--- src/rtl/znmi_track_pkg.sv ---
// znmi_track_pkg: shared definitions for the NMI acknowledge/RETN tracker.
//   state_t : tracker FSM encoding
//   OP_ED   : first opcode byte of the ED-prefixed group
//   OP_RETN : second opcode byte of RETN (ED 45)
//   NMI_VEC : Z80 NMI entry address
package znmi_track_pkg;

    typedef enum logic [2:0] {
        ST_IDLE    = 3'd0,
        ST_ARMED   = 3'd1,
        ST_PUSH_HI = 3'd2,
        ST_PUSH_LO = 3'd3,
        ST_FETCH   = 3'd4,
        ST_INSIDE  = 3'd5,
        ST_ED_SEEN = 3'd6
    } state_t;

    localparam logic [7:0]  OP_ED   = 8'hED;
    localparam logic [7:0]  OP_RETN = 8'h45;
    localparam logic [15:0] NMI_VEC = 16'h0066;

endpackage

--- src/rtl/zbus_cycle.sv ---
// zbus_cycle: turns raw Z80 bus strobes into one "cycle end" pulse per
// memory cycle, carrying the cycle type, address and data.
//   fclk, rst_n     : system clock, synchronous active-low reset
//   zpos, zneg      : Z80 clock rising/falling edge strobes
//   m1_n..rfsh_n    : raw Z80 control lines
//   a, d            : raw Z80 address / data bus
//   cyc_end         : one-fclk pulse when a non-refresh cycle finishes
//   is_m1, is_wr    : type of the finished cycle (neither set = RD)
//   cyc_addr        : address latched at cycle start
//   cyc_data        : last data value latched during the cycle
module zbus_cycle (
    input  logic        fclk,
    input  logic        rst_n,
    input  logic        zpos,
    input  logic        zneg,
    input  logic        m1_n,
    input  logic        mreq_n,
    input  logic        rd_n,
    input  logic        wr_n,
    input  logic        rfsh_n,
    input  logic [15:0] a,
    input  logic [7:0]  d,
    output logic        cyc_end,
    output logic        is_m1,
    output logic        is_wr,
    output logic [15:0] cyc_addr,
    output logic [7:0]  cyc_data
);

    logic m1_r, rd_r, mreq_r, wr_r, rfsh_r;
    logic open_q;   // a non-refresh cycle is in progress
    logic wr_chk;   // WR is decided on the zneg after the start

    always_ff @(posedge fclk) begin
        if (!rst_n) begin
            m1_r     <= 1'b1;
            rd_r     <= 1'b1;
            mreq_r   <= 1'b1;
            wr_r     <= 1'b1;
            rfsh_r   <= 1'b1;
            open_q   <= 1'b0;
            wr_chk   <= 1'b0;
            cyc_end  <= 1'b0;
            is_m1    <= 1'b0;
            is_wr    <= 1'b0;
            cyc_addr <= '0;
            cyc_data <= '0;
        end else begin
            cyc_end <= 1'b0;
            if (zpos) begin
                m1_r <= m1_n;
                rd_r <= rd_n;
                // Sampled strobes make this the T3 rising edge, where the
                // Z80 itself samples read data; refresh never loads d.
                if (!mreq_r && rfsh_r && (!rd_r || !wr_r))
                    cyc_data <= d;
            end
            if (zneg) begin
                mreq_r <= mreq_n;
                wr_r   <= wr_n;
                rfsh_r <= rfsh_n;
                if (mreq_r && !mreq_n) begin
                    // Refresh starts leave the previous cycle info intact.
                    open_q <= rfsh_n;
                    if (rfsh_n) begin
                        is_m1    <= ~m1_r;
                        is_wr    <= 1'b0;
                        wr_chk   <= m1_r;
                        cyc_addr <= a;
                    end
                end else begin
                    if (wr_chk) begin
                        is_wr  <= ~wr_n;
                        wr_chk <= 1'b0;
                    end
                    if (!mreq_r && mreq_n && open_q) begin
                        cyc_end <= 1'b1;
                        open_q  <= 1'b0;
                    end
                end
            end
        end
    end

endmodule

--- src/rtl/znmi_track.sv ---
// znmi_track: follows the Z80 NMI acknowledge (dummy M1, two pushes,
// fetch at NMI_VEC), captures return address and SP, and flags the RETN
// that leaves the handler.
//   fclk, rst_n         : system clock, synchronous active-low reset
//   zpos, zneg          : Z80 clock edge strobes
//   gen_nmi             : NMI generator output (1 = NMI_N low)
//   m1_n..rfsh_n, a, d  : Z80 bus as seen by the FPGA
//   err_clr             : clears err
//   nmi_ack, retn_stb   : one-fclk entry / exit pulses
//   ret_addr, sp_addr   : pushed return PC and handler SP
//   active              : handler running
//   err                 : sticky acknowledge abort / timeout flag
module znmi_track
    import znmi_track_pkg::*;
#(
    parameter int TMO_W = 8
) (
    input  logic        fclk,
    input  logic        rst_n,
    input  logic        zpos,
    input  logic        zneg,
    input  logic        gen_nmi,
    input  logic        m1_n,
    input  logic        mreq_n,
    input  logic        rd_n,
    input  logic        wr_n,
    input  logic        rfsh_n,
    input  logic [15:0] a,
    input  logic [7:0]  d,
    input  logic        err_clr,
    output logic        nmi_ack,
    output logic        retn_stb,
    output logic [15:0] ret_addr,
    output logic [15:0] sp_addr,
    output logic        active,
    output logic        err
);

    logic        cyc_end, is_m1, is_wr;
    logic [15:0] cyc_addr;
    logic [7:0]  cyc_data;

    zbus_cycle u_bus (
        .fclk     (fclk),
        .rst_n    (rst_n),
        .zpos     (zpos),
        .zneg     (zneg),
        .m1_n     (m1_n),
        .mreq_n   (mreq_n),
        .rd_n     (rd_n),
        .wr_n     (wr_n),
        .rfsh_n   (rfsh_n),
        .a        (a),
        .d        (d),
        .cyc_end  (cyc_end),
        .is_m1    (is_m1),
        .is_wr    (is_wr),
        .cyc_addr (cyc_addr),
        .cyc_data (cyc_data)
    );

    state_t           state, state_nx;
    logic [TMO_W-1:0] tmo;
    logic             in_ack, tmo_hit;
    logic             abort, ack_nx, retn_nx, ld_hi, ld_lo;

    assign in_ack  = state inside {ST_ARMED, ST_PUSH_HI, ST_PUSH_LO, ST_FETCH};
    assign tmo_hit = in_ack && (&tmo);

    // State register
    always_ff @(posedge fclk) begin
        if (!rst_n) state <= ST_IDLE;
        else        state <= state_nx;
    end

    // Next state
    always_comb begin
        state_nx = state;
        abort    = 1'b0;
        ack_nx   = 1'b0;
        retn_nx  = 1'b0;
        ld_hi    = 1'b0;
        ld_lo    = 1'b0;
        case (state)
            ST_IDLE:    if (gen_nmi) state_nx = ST_ARMED;
            // Non-M1 ends here belong to the instruction still finishing.
            ST_ARMED:   if (cyc_end && is_m1) state_nx = ST_PUSH_HI;
            ST_PUSH_HI: if (cyc_end) begin
                            if (is_wr) begin
                                ld_hi    = 1'b1;
                                state_nx = ST_PUSH_LO;
                            end else abort = 1'b1;
                        end
            ST_PUSH_LO: if (cyc_end) begin
                            if (is_wr) begin
                                ld_lo    = 1'b1;
                                state_nx = ST_FETCH;
                            end else abort = 1'b1;
                        end
            ST_FETCH:   if (cyc_end) begin
                            if (is_m1 && cyc_addr == NMI_VEC) begin
                                ack_nx   = 1'b1;
                                state_nx = ST_INSIDE;
                            end else abort = 1'b1;
                        end
            ST_INSIDE:  if (cyc_end && is_m1 && cyc_data == OP_ED)
                            state_nx = ST_ED_SEEN;
            // Operand/data reads keep the ED prefix pending.
            ST_ED_SEEN: if (cyc_end && is_m1) begin
                            if (cyc_data == OP_RETN) begin
                                retn_nx  = 1'b1;
                                state_nx = ST_IDLE;
                            end else if (cyc_data != OP_ED)
                                state_nx = ST_INSIDE;
                        end
            default:    state_nx = ST_IDLE;
        endcase
        // A cycle end in the same fclk is handled above and clears the timer.
        if (tmo_hit && !cyc_end) abort = 1'b1;
        if (abort) state_nx = ST_IDLE;
    end

    // Outputs
    always_comb begin
        active = (state == ST_INSIDE) || (state == ST_ED_SEEN);
    end

    // Registered pulses, captured addresses, error flag and timeout counter
    always_ff @(posedge fclk) begin
        if (!rst_n) begin
            nmi_ack  <= 1'b0;
            retn_stb <= 1'b0;
            ret_addr <= '0;
            sp_addr  <= '0;
            err      <= 1'b0;
            tmo      <= '0;
        end else begin
            nmi_ack  <= ack_nx;
            retn_stb <= retn_nx;
            if (ld_hi) ret_addr[15:8] <= cyc_data;
            if (ld_lo) begin
                ret_addr[7:0] <= cyc_data;
                sp_addr       <= cyc_addr;
            end
            if (abort)        err <= 1'b1;
            else if (err_clr) err <= 1'b0;
            if (!in_ack || cyc_end || state_nx != state) tmo <= '0;
            else if (zpos)                              tmo <= tmo + 1'b1;
        end
    end

endmodule
--- config.mk ---
export PLATFORM = sky130hd
export DESIGN_NAME = znmi_track
export DESIGN_NICKNAME = d
export VERILOG_FILES = /design/src/rtl/znmi_track_pkg.sv /design/src/rtl/zbus_cycle.sv /design/src/rtl/znmi_track.sv
export SDC_FILE = /design/constraint.sdc
export NUM_CORES = 1
export LEC_CHECK = 0
export ABC_AREA = 0
export CAP_MARGIN = 20
export CORE_AREA = 2 2 81 83
export DETAILED_ROUTE_END_ITERATION = 8
export DIE_AREA = 0 0 83 85
export PLACE_DENSITY = 0.83
export SYNTH_ARGS = -nofsm -noshare
export SYNTH_HDL_FRONTEND = slang
export SYNTH_SLANG_ARGS = --single-unit
--- constraint.sdc ---
create_clock -name fclk -period 4.9 [get_ports fclk]
set_input_delay 0.98 -clock fclk [delete_from_list [all_inputs] [get_ports fclk]]
set_output_delay 0.98 -clock fclk [all_outputs]
set_load 0.1 [all_outputs]
==> run summary, run 1 <==
Run status = complete, no violations
DR pass1 iterations = 5
Final Max Tran Viols = 0
Critical R2R Launch = u_bus.cyc_data[6]
CP max stage cell = clkdlybuf4s50_1
WL per Instance = 14.7 µm
Initial Utilization = 0.523
Skew final = 0.00527 ns
Fillers = 504
Setup CP Type = reg -> out
H-tree depth = 3
Clock power frac = 0.395
Pwr Density = 293 nW/µm²
Worst Hold Depth = 2
Reg2Reg Setup Slack = 2.48 ns
Unrepaired setup endpoints after global routing = no
Via density per instance = 5.57
Tot Pwr = 0.00123 W
Source of the worst hold timing path = sp_addr[11]
Resized cells post-CTS = 0
Fmax achieved = 293 MHz
Non-filler cells, final = 526
GRT overflow = 0
1st-iter DRT viols = 294
Io pins = 71
CP Max Fanout = 14
CP endpoint kind = primary output
N_diodes = 0
Clk Latency, worst-skew pair = 0.35 ns
CP peak stage delay = 1.12 ns
R2r endpoint = tmo[5]
# port buffers = 70
Final Wtd Congestion = 0.893
Power Internal = 0.000947 W
Vias in the first global route = 2822
Cts bufs inserted = 9
Leak pwr = 1.46 nW
Worst hold path class = reg -> reg
Largest net degree at the start of global routing = 42
Synth Cell Area = 3240 µm²
Max capacitance violation total = 0
Distinct cell type count after synthesis = 52
R2r worst-path depth = 6
WHS Endpoint = sp_addr[11]
Seq pwr share = 0.546
DRC Markers = 0
Dominant cells by area after synthesis = dfxtp_1, nand2_1, a21oi_1, mux2i_1, nor2_1
Top FF cell, synth = dfxtp_1
Sw frac = 0.229
Initial antenna violation count = 0
Register area = 1600 µm²
CTS tree = built
Post-Route Setup TNS = 0 ns
Most common cell in the synthesized netlist = nand2_1
Detail Route Antenna Nets = 0
Hpwl dp = 5.35 mm
Top cell type's share of synthesized area = 0.494
CP arrival = 2.43 ns
Cells after DPL = 509
Fraction of layout cells with a size suffix above 1 = 0.0713
Post-synth top area cell = dfxtp_1
First-pass GRT wire length = 12.9 mm
Synth warnings = 0
Die H = 85 µm
Final worst path period share = 0.697
Hold Vio Cnt, Final = 0
CORE AREA = 6200 µm²
CTS hold repair buffers = 0
CP Launch Type = flip-flop
Post-synth net total = 414
Final wirelength = 7.74 mm
Worst path cell trace = and3b_1, or2_1, clkdlybuf4s50_1
GRT Util Overall = 0.224
Switching power = 0.000281 W
DIE AREA = 7060 µm²
Synthesis-to-layout area growth = 29.2%
Slew @ Worst Pin = 1.00 ns
Clock tree sinks = 80
Comb pwr share = 0.060
Post-Syn Instances = 378
Sequential area share after synthesis = 0.494
Worst EP required = 3.92 ns
Clock tree buffer depth = 2
Via count = 2932
Crit path from = state[1]
Ys async rst share = 0
Setup Buffers After CTS = 0
Row cnt = 29
Synth Register Bits = 80
Die W = 83 µm
Setup Viol. Count Final = 0
Slew headroom = 0.331
Syn Area/Cell = 8.58 µm²
Crit path time final = 3.41 ns
Most frequent cells after synthesis = nand2_1, dfxtp_1, a21oi_1
CTS clk-pin slew, worst paths = 0.08 ns
CTS root buf = clkbuf_8
EDFF count, synth = 0
Final #Nets = 480
Worst VDD drop = 225 µV
Multi-input logic area = 1530 µm²
cell usage in the layout, fill, tap and decap left out, types with 4 or more instances in the layout:
master	count
a21oi_1	45
a31oi_1	5
buf_4	4
clkbuf_8	10
clkdlybuf4s50_1	70
dfxtp_1	80
inv_1	4
mux2i_1	21
nand2_1	95
nand3_1	10
nand4_1	4
nor2_1	28
nor4_1	9
o21ai_0	4
xor2_1	5
worst max-delay path: cells and delay by family (launching register included):
| kind | cells | cell delay (ns) |
|---|---|---|
| and+or+nand+nor | 2 | 0.40 |
| buffers and inverters | 1 | 1.12 |
| DFF | 1 | 0.55 |
power groups by stage:
stage          sequential [W]  clock, W  combinational (W)
2_1_floorplan        0.000681         0          0.0000390
3_5_place_dp         0.000685         0          0.0000729
4_1_cts              0.000669  0.000491          0.0000737
6_report             0.000670  0.000484          0.0000734
5_1_grt              0.000671  0.000524          0.0000799
3_3_place_gp         0.000684         0          0.0000716
registers in the layout, summed over array words and instances, names as in the netlist, 3 cells and up:
name,count
tmo,8
sp_addr,16
u_bus.cyc_data,8
u_bus.cyc_addr,16
state,3
ret_addr,16
through the flow:
step	worst slack, ns	util	hold WS [ns]	instance area [µm²]
after CTS	1.49	0.673	0.461	4180
final	1.49	0.676	0.458	4190
after detailed placement	1.87	0.641	0.450	3980
after floorplan	2.38	-	0.436	3240
after global routing	1.41	0.676	0.472	4190
after global placement	1.91	0.641	0.444	3980
cell families (layout without fill, tap and decap cells):
logic type	Yosys count	in the layout	share of synthesized area
buffers and inverters	25	96	0.0339
adder cells (fa/ha/maj)	1	1	0.00386
AND/OR/NAND/NOR	173	173	0.253
AO/OA/AOI/OAI	69	69	0.125
multiplexers	22	22	0.0683
XOR/XNOR	8	8	0.0216
flip-flops	80	80	0.494
area by class of cell:
| class | count | area share |
|---|---|---|
| Clock buffer | 11 | 0.0337 |
| Sequential cell | 80 | 0.382 |
| Tap cell | 77 | 0.0230 |
| Multi-Input combinational cell | 273 | 0.365 |
| Inverter | 5 | 0.00448 |
| Timing Repair Buffer | 75 | 0.178 |
| Clock inverter | 5 | 0.0134 |
worst max path at each step:
stage	to	cells past startpoint
CTS	active	3
global route	active	3
global placement	active	3
floorplan	active	3
finish	active	3
detailed placement	active	3
routing by layer:
layer  up-vias  global-route usage  wire, µm
li1       1429                   -         -
met1      1375               0.279      3300
met2       106               0.359      3740
met3        22              0.0691       504
met4         0              0.0999       193
met5         -                   0         0
Note: power is estimated with default switching activity, not from simulation.
==> inputs of run 2 (changes only) <==
--- a/config.mk
+++ b/config.mk
@@ -7,10 +7,10 @@
 export LEC_CHECK = 0
 export ABC_AREA = 0
 export CAP_MARGIN = 20
-export CORE_AREA = 2 2 81 83
+export CORE_AREA = 2 2 84 86
 export DETAILED_ROUTE_END_ITERATION = 8
-export DIE_AREA = 0 0 83 85
-export PLACE_DENSITY = 0.83
+export DIE_AREA = 0 0 86 88
+export PLACE_DENSITY = 0.77
 export SYNTH_ARGS = -nofsm -noshare
 export SYNTH_HDL_FRONTEND = slang
 export SYNTH_SLANG_ARGS = --single-unit
==> constraint.sdc (replaced) <==
create_clock -name fclk -period 3.3 [get_ports fclk]
set_input_delay 0.66 -clock fclk [delete_from_list [all_inputs] [get_ports fclk]]
set_output_delay 0.66 -clock fclk [all_outputs]
set_load 0.1 [all_outputs]
==> run 2 against run 1 <==
  * Critical path depth is 3 higher
  * Hold slack got worse by 0.0024 ns
  * Combinational power rose by 50%
  * Clock skew rose by 0.013 ns
  * Sequential share of layout area rose by 0.47 points
  * Worst setup slack worse by 0.64 ns
  * Final cell count up 0.95%
  * Via count decreased by 1.6%
  * Global-route usage fell by 0.77 points
  * Register-to-register slack got worse by 1.6 ns
  * Final area down 1.2%
  * Die area increased by 7.3%
  * Critical path type is now reg -> reg
==> run summary, run 2 (same netlist as run 1, synthesis figures left out) <==
GRT overflow = 0
Initial antenna violation count = 0
DRC Markers = 0
Crit path time final = 2.45 ns
Resized cells post-CTS = 0
Io pins = 71
R2r worst-path depth = 6
CP arrival = 2.66 ns
# port buffers = 70
Slew headroom = 0.541
CTS tree = built
Initial Utilization = 0.488
First-pass GRT wire length = 12.9 mm
Leak pwr = 1.55 nW
Cts bufs inserted = 9
Worst EP required = 3.51 ns
WL per Instance = 14.7 µm
Via count = 2885
Slew @ Worst Pin = 0.689 ns
Detail Route Antenna Nets = 0
Worst hold path class = reg -> reg
N_diodes = 0
Row cnt = 30
Clk Latency, worst-skew pair = 0.37 ns
Most common cell after layout, fill and taps aside = nand2_1
Hpwl dp = 5.33 mm
CTS hold repair buffers = 0
Final worst path period share = 0.743
Skew final = 0.0183 ns
CTS clk-pin slew, worst paths = 0.08 ns
Post-Route Setup TNS = 0 ns
Commonest cells after routing, fill and taps aside = nand2_1, dfxtp_1, a21oi_1
CORE AREA = 6640 µm²
Pwr Density = 464 nW/µm²
CP Max Fanout = 8
Setup Viol. Count Final = 0
Final #Nets = 482
Hold Slack = 0.455 ns
Worst Hold Depth = 2
Setup Buffers After CTS = 0
1st-iter DRT viols = 123
Biggest regs = ret_addr: 16 flops, sp_addr: 16 flops, u_bus.cyc_addr: 16 flops
CP endpoint kind = flip-flop
Via density per instance = 5.43
Hold Vio Cnt, Final = 0
Setup CP Type = reg -> reg
Final wirelength = 7.82 mm
Die H = 88 µm
CTS root buf = clkbuf_8
Final Wtd Congestion = 0.838
DIE AREA = 7570 µm²
Worst VDD drop = 289 µV
H-tree depth = 3
Clock tree sinks = 80
Die W = 86 µm
Clock tree buffer depth = 2
Max capacitance violation total = 0
Final Max Tran Viols = 0
Largest net degree at the start of global routing = 62
Unrepaired setup endpoints after global routing = no
Synthesis-to-layout area growth = 27.7%
End-of-flow core utilization = 0.623
CP Launch Type = flip-flop
Run status = complete, no violations
Fmax achieved = 408 MHz
Vias in the first global route = 2729
DR pass1 iterations = 4
Fraction of layout cells with a size suffix above 1 = 0.157
GRT Util Overall = 0.216
[run 2: cell count changes in the layout (fill, tap and decap cells not counted), moves of 2 or more]
cell / previous run / this run
buf_4: 4 / 43
clkdlybuf4s50_1: 70 / 34
clkinv_2: 2 / 0
inv_6: 0 / 3
[run 2: routing by layer]
metal  up-vias  share of wire  GRT usage
li1       1436              -          -
met1      1368           0.46      0.286
met2        69           0.47      0.339
met3        12          0.051     0.0518
met4         0          0.016     0.0924
met5         -              0          0
[run 2: power breakdown]
part	switching [W]	total, W	internal [W]
logic	0.0000523	0.000110	0.0000577
clock network	0.000384	0.000817	0.000434
registers	0.0000154	0.000994	0.000979
[run 2: per-stage QoR]
stage               setup slack, ns  instances  cell area [µm²]  power, W
floorplan                      1.10        378             3240   0.00107
global placement               1.00        515             3920   0.00112
detailed placement            0.933        515             3920   0.00113
CTS                           0.906        531             4140   0.00193
global route                  0.562        531             4140   0.00198
finish                        0.849        531             4140   0.00192
[run 2: worst paths after layout]
kind                           from           to  slack, ns
hold reg to reg         sp_addr[12]  sp_addr[12]       0.46
hold / removal          sp_addr[12]  sp_addr[12]       0.46
setup / recovery  u_bus.cyc_data[6]       tmo[0]       0.85
setup reg to reg  u_bus.cyc_data[6]       tmo[0]       0.85
[run 2: final cells by class]
type | count | area, µm²
Tap cell | 80 | 100
Sequential cell | 80 | 1600
Inverter | 5 | 18.8
Multi-Input combinational cell | 273 | 1530
Clock inverter | 7 | 101
Clock buffer | 9 | 124
Fill cell | 556 | 2500
Timing Repair Buffer | 77 | 663
[run 2: worst max-delay path: stages, from the launching register on]
cell and delay, ns:
dfxtp_1 0.39, nor4bb_1 0.54, nand3_1 0.18, nor4_1 0.30
o21ai_0 0.17, a21oi_1 0.61, nor4_1 0.13
